[config.mk]
export PLATFORM = sky130hd
export DESIGN_NAME = status_req_arbiter
export DESIGN_NICKNAME = d
export VERILOG_FILES = /design/src/rtl/status_req_arbiter_pkg.sv /design/src/rtl/row_sweeper.sv /design/src/rtl/status_req_arbiter.sv
export SDC_FILE = /design/constraint.sdc
export NUM_CORES = 1
export LEC_CHECK = 0
export ABC_CLOCK_PERIOD_IN_PS = 1200
export CORE_MARGIN = 2
export CORE_UTILIZATION = 37
export DETAILED_ROUTE_END_ITERATION = 10
export GPL_TIMING_DRIVEN = 0
export PLACE_DENSITY = 0.75
export REMOVE_ABC_BUFFERS = 1
export SETUP_SLACK_MARGIN = 0.2
export SLEW_MARGIN = 20
export SYNTH_ARGS = -nofsm -noshare
export SYNTH_HDL_FRONTEND = slang
export SYNTH_HIERARCHICAL = 1
export SYNTH_SLANG_ARGS = --single-unit
[constraint.sdc]
create_clock -name clk -period 1.2 [get_ports clk]
set_input_delay 0.24 -clock clk [delete_from_list [all_inputs] [get_ports clk]]
set_output_delay 0.24 -clock clk [all_outputs]
set_load 0.1 [all_outputs]
[src/rtl/status_req_arbiter_pkg.sv]
// Shared geometry and state encoding for the status array front-end.
package status_req_arbiter_pkg;

    localparam int NUM_ROWS    = 16;
    localparam int ADDR_WIDTH  = 4;
    localparam int NUM_BLOCKS  = 4;
    localparam int BLOCK_WIDTH = 2;
    localparam int ROW_WIDTH   = NUM_BLOCKS * BLOCK_WIDTH;

    typedef enum logic {
        ST_INIT = 1'b0,
        ST_RUN  = 1'b1
    } state_e;

    typedef struct packed {
        logic                  valid;
        logic                  wen;
        logic [ADDR_WIDTH-1:0] addr;
        logic [ROW_WIDTH-1:0]  data;
        logic [NUM_BLOCKS-1:0] wmask;
    } arr_req_t;

    localparam arr_req_t REQ_IDLE = '0;

endpackage

[src/rtl/row_sweeper.sv]
// Row counter and INIT/RUN state bit for the zeroing sweep.
module row_sweeper
    import status_req_arbiter_pkg::*;
(
    input  logic                  clk,
    input  logic                  arst_n,
    input  logic                  i_en,
    input  logic                  i_clr,
    output logic [ADDR_WIDTH-1:0] o_row,
    output logic                  o_last,
    output state_e                o_state
);

    state_e                state_q, state_d;
    logic [ADDR_WIDTH-1:0] cnt_q, cnt_d;

    assign o_row   = cnt_q;
    assign o_state = state_q;
    assign o_last  = (cnt_q == ADDR_WIDTH'(NUM_ROWS - 1));

    always_comb begin
        state_d = state_q;
        cnt_d   = cnt_q;
        if (i_en) begin
            if (i_clr) begin
                state_d = ST_INIT;
                cnt_d   = '0;
            end else if (state_q == ST_INIT) begin
                // Wraps to 0 on the last row, ready for the next flush.
                cnt_d = cnt_q + ADDR_WIDTH'(1);
                if (o_last) begin
                    state_d = ST_RUN;
                end
            end
        end
    end

    always_ff @(posedge clk or negedge arst_n) begin
        if (!arst_n) begin
            state_q <= ST_INIT;
            cnt_q   <= '0;
        end else begin
            state_q <= state_d;
            cnt_q   <= cnt_d;
        end
    end

endmodule

[src/rtl/status_req_arbiter.sv]
// Zeroing sweep plus update/lookup merge in front of the status array.
module status_req_arbiter
    import status_req_arbiter_pkg::*;
#(
    parameter int TAG_WIDTH = 1
) (
    input  logic                  clk,
    input  logic                  arst_n,
    input  logic                  i_sa_ready,
    input  logic                  i_flush,
    input  logic                  i_lk_valid,
    input  logic [ADDR_WIDTH-1:0] i_lk_addr,
    input  logic [TAG_WIDTH-1:0]  i_lk_tag,
    output logic                  o_lk_ready,
    input  logic                  i_upd_valid,
    input  logic [ADDR_WIDTH-1:0] i_upd_addr,
    input  logic [ROW_WIDTH-1:0]  i_upd_data,
    input  logic [NUM_BLOCKS-1:0] i_upd_wmask,
    output logic                  o_upd_ready,
    output logic [TAG_WIDTH-1:0]  o_tag,
    output logic [ADDR_WIDTH-1:0] o_addr,
    output logic [ROW_WIDTH-1:0]  o_data,
    output logic                  o_wen,
    output logic [NUM_BLOCKS-1:0] o_wmask,
    output logic                  o_valid,
    output logic                  o_init_done
);

    logic [ADDR_WIDTH-1:0] row;
    logic                  last;
    state_e                state;
    logic                  run;

    arr_req_t              req_q, req_d;
    logic [TAG_WIDTH-1:0]  tag_q, tag_d;

    row_sweeper u_sweeper (
        .clk     (clk),
        .arst_n  (arst_n),
        .i_en    (i_sa_ready),
        .i_clr   (i_flush),
        .o_row   (row),
        .o_last  (last),
        .o_state (state)
    );

    assign run         = (state == ST_RUN);
    assign o_upd_ready = run & i_sa_ready & ~i_flush;
    assign o_lk_ready  = o_upd_ready & ~i_upd_valid;

    always_comb begin
        req_d = req_q;
        tag_d = tag_q;
        if (i_sa_ready) begin
            req_d = REQ_IDLE;
            tag_d = '0;
            // A flush presents row 0 on the same edge it restarts the sweep.
            if (i_flush || !run) begin
                req_d.valid = 1'b1;
                req_d.wen   = 1'b1;
                req_d.addr  = i_flush ? '0 : row;
                req_d.wmask = '1;
            end else if (i_upd_valid) begin
                req_d.valid = 1'b1;
                req_d.wen   = 1'b1;
                req_d.addr  = i_upd_addr;
                req_d.data  = i_upd_data;
                req_d.wmask = i_upd_wmask;
            end else if (i_lk_valid) begin
                req_d.valid = 1'b1;
                req_d.addr  = i_lk_addr;
                tag_d       = i_lk_tag;
            end
        end
    end

    always_ff @(posedge clk or negedge arst_n) begin
        if (!arst_n) begin
            req_q <= REQ_IDLE;
            tag_q <= '0;
        end else begin
            req_q <= req_d;
            tag_q <= tag_d;
        end
    end

    assign o_tag       = tag_q;
    assign o_addr      = req_q.addr;
    assign o_data      = req_q.data;
    assign o_wen       = req_q.wen;
    assign o_wmask     = req_q.wmask;
    assign o_valid     = req_q.valid;
    assign o_init_done = run;

    logic unused_last;
    assign unused_last = last;

endmodule

==> results.ini, run 1 <==
[floorplan]
dieArea_sq_um=3460
rows=19
core_sq_um=2810
io_pins=49
die_y_um=58.9
initial_core_util=0.397
dieWidth_um=58.9

[synth]
yosys_register_bits=24
synth_cells=100
async_flop_share=1.00
yosysUniqueCellTypes=29
synth-main-ff-cell=dfrtp_1
synth_edf_count=0
synth_area_sq_um=1110
ys_warn_count=6
ys_seq_area_frac=0.539
avgSynthCellArea_sq_um=11.1

[cts]
clock-sinks=24
tritoncts=yes
cts.path.max_buffers=2
clkTransAtPathRegs_ps=140
cts_buffers=3
htree_levels=1
insertion_delay_ps=330
clock-root-buffer=clkbuf_4

[run]
cap_violations=0

[route]
antenna_left=0
via_count=1063
viasPerCell=5.40
dr.pass1.iters=7
drt_wl_total_mm=3.39
wl_per_cell_um=17.2
drt_iter0_drc=46
drc=2

[finish]
multi_input_area_sq_um=517
final_cell_mix=dfrtp_1 (23), clkdlybuf4s50_1 (22), buf_12 (22)
area.growth.synth_to_final_pct=87.3
insertedDiodeCount=0
layout_commonest_cell=dfrtp_1
final_cells=197
final_nets=195
drive_gt1_frac=0.410
fillerInstances=175
seq_area_sq_um=602

[sta]
fmax_ghz=0.695
setup-violations-final=24
min_period_over_period=1.20
setup_slack_ps=-239
hold_viol_final=0
rsz0062_at_grt=yes
skew_ps=11.6
period_needed_ps=1440
tightest_slew_ps=554
slew_headroom=0.631
final_max_slew_viol_count=0

[placed_design]
dp.cells=174
hpwl_mm=1.96
portBuffers=48
place_congestion=0.719
place_ws_ps=-1860

[critical_path]
cp_data_arrival_time_ps=1200
crit_path_max_fanout=3
timing_worst_setup_path_type=reg -> out
end_kind=primary output
startpoint_type=flip-flop
required_ps=960

[global_routing]
grt_usage=0.208
antenna_found_initial=0
grt_start_max_net_pins=25
grt.overflow.total=0
grt_pass1_vias=1080
grt_pass1_wl_mm=5.33

[pwr]
vdd_drop_max_v=0.000690
leakagePower_uw=0.000935
power_density_nw_per_um2=924

[outcome]
status=finished with violations
failed_checks=design-rule violations, negative setup slack

[worst_hold_path]
worstHoldPathType=in -> reg

==> cell families after synthesis <==
logic type | Yosys count | synth area share
compound gates | 27 | 0.180
fa+ha+maj | 1 | 0.0112
buf+inv | 11 | 0.0573
flops | 24 | 0.539
mux | 5 | 0.0494
simple gates | 32 | 0.163
==> state kept, by name (all words and copies together) (netlist names) <==
register           count
u_sweeper/o_row        4
o_wen                  1
o_valid                1
o_wmask                4
o_addr                 4
u_sweeper/o_state      1
o_data                 8
o_tag                  1
==> metrics by stage <==
step	utilization	TNS (ps)	hold slack [ps]	power (uW)	instance area (sq um)
5_1_grt	0.744	-3010	389	2010	2090
6_report	0.744	-1650	365	1930	2090
3_5_place_dp	0.568	-39750	482	1360	1590
4_1_cts	0.700	-760	232	1860	1960
3_3_place_gp	0.568	-38430	474	1340	1590
2_1_floorplan	-	-20510	-55.6	1160	1070
==> critical path: stages, from the launching register on <==
cell and delay (ps):
dfrtp_2 420, nand3b_4 110, nor2_4 160, buf_12 190
==> layout make-up <==
| class | count | share of cell area |
|---|---|---|
| tap | 31 | 0.0186 |
| timing repair buffer | 67 | 0.415 |
| inverter | 6 | 0.0126 |
| clock buffer | 4 | 0.0174 |
| sequential | 24 | 0.289 |
| multi-input combinational | 65 | 0.248 |
==> path summary, 6_finish.rpt <==
kind / start / endpoint / slack, ps / depth (start not counted)
max: u_sweeper/o_state / o_lk_ready / -240 / 3
min: i_sa_ready / o_wen / 370 / 3
max reg2reg: u_sweeper/o_state / u_sweeper/o_row[3] / -110 / 5
min reg2reg: o_data[1] / o_data[1] / 590 / 1
max in group asynchronous: arst_n / u_sweeper/o_state / 400 / 2
min in group asynchronous: arst_n / o_wmask[1] / 400 / 2
==> synth_stat cells, types with 3 or more instances <==
library cell / number / share of area
a22o_1: 9 / 0.071
o22ai_1: 3 / 0.017
inv_1: 4 / 0.013
nor2_1: 12 / 0.040
dfrtp_1: 24 / 0.54
buf_4: 3 / 0.020
nand3b_1: 4 / 0.027
a21oi_1: 7 / 0.031
a311oi_1: 4 / 0.031
nand2_1: 8 / 0.027
mux2_2: 4 / 0.040
==> what timing repair did <==
item | in CTS | in global routing
gates cloned | 1 | 0
buffers inserted | 9 | 8
resized for setup | 224 | 12
hold buffers | 0 | 1
setup endpoints to repair | 70 | 44
endpoints found under the hold margin | 0 | 24
pin swaps | 9 | 3
==> power by group <==
part	switching, uW	internal, uW	leakage (uW)
combinational	301	266	0.000617
sequential	60.3	855	0.000298
clock	259	186	0.0000210
total	621	1310	0.000935
==> routing by layer <==
| metal | track usage | part of all wire |
|---|---|---|
| met5 | 0 | 0 |
| met4 | 0.0812 | 0.016 |
| met3 | 0.0242 | 0.034 |
| met2 | 0.381 | 0.57 |
| met1 | 0.246 | 0.38 |
Note: power is estimated with default switching activity, not from simulation.
==> inputs of run 2 (changes only) <==
--- a/config.mk
+++ b/config.mk
@@ -6,6 +6,7 @@
 export NUM_CORES = 1
 export LEC_CHECK = 0
 export ABC_CLOCK_PERIOD_IN_PS = 1200
+export CAP_MARGIN = 15
 export CORE_MARGIN = 2
 export CORE_UTILIZATION = 37
 export DETAILED_ROUTE_END_ITERATION = 10
==> results of run 2 <==
Same layout as run 1: the final DEF is identical, and so are final timing and power.
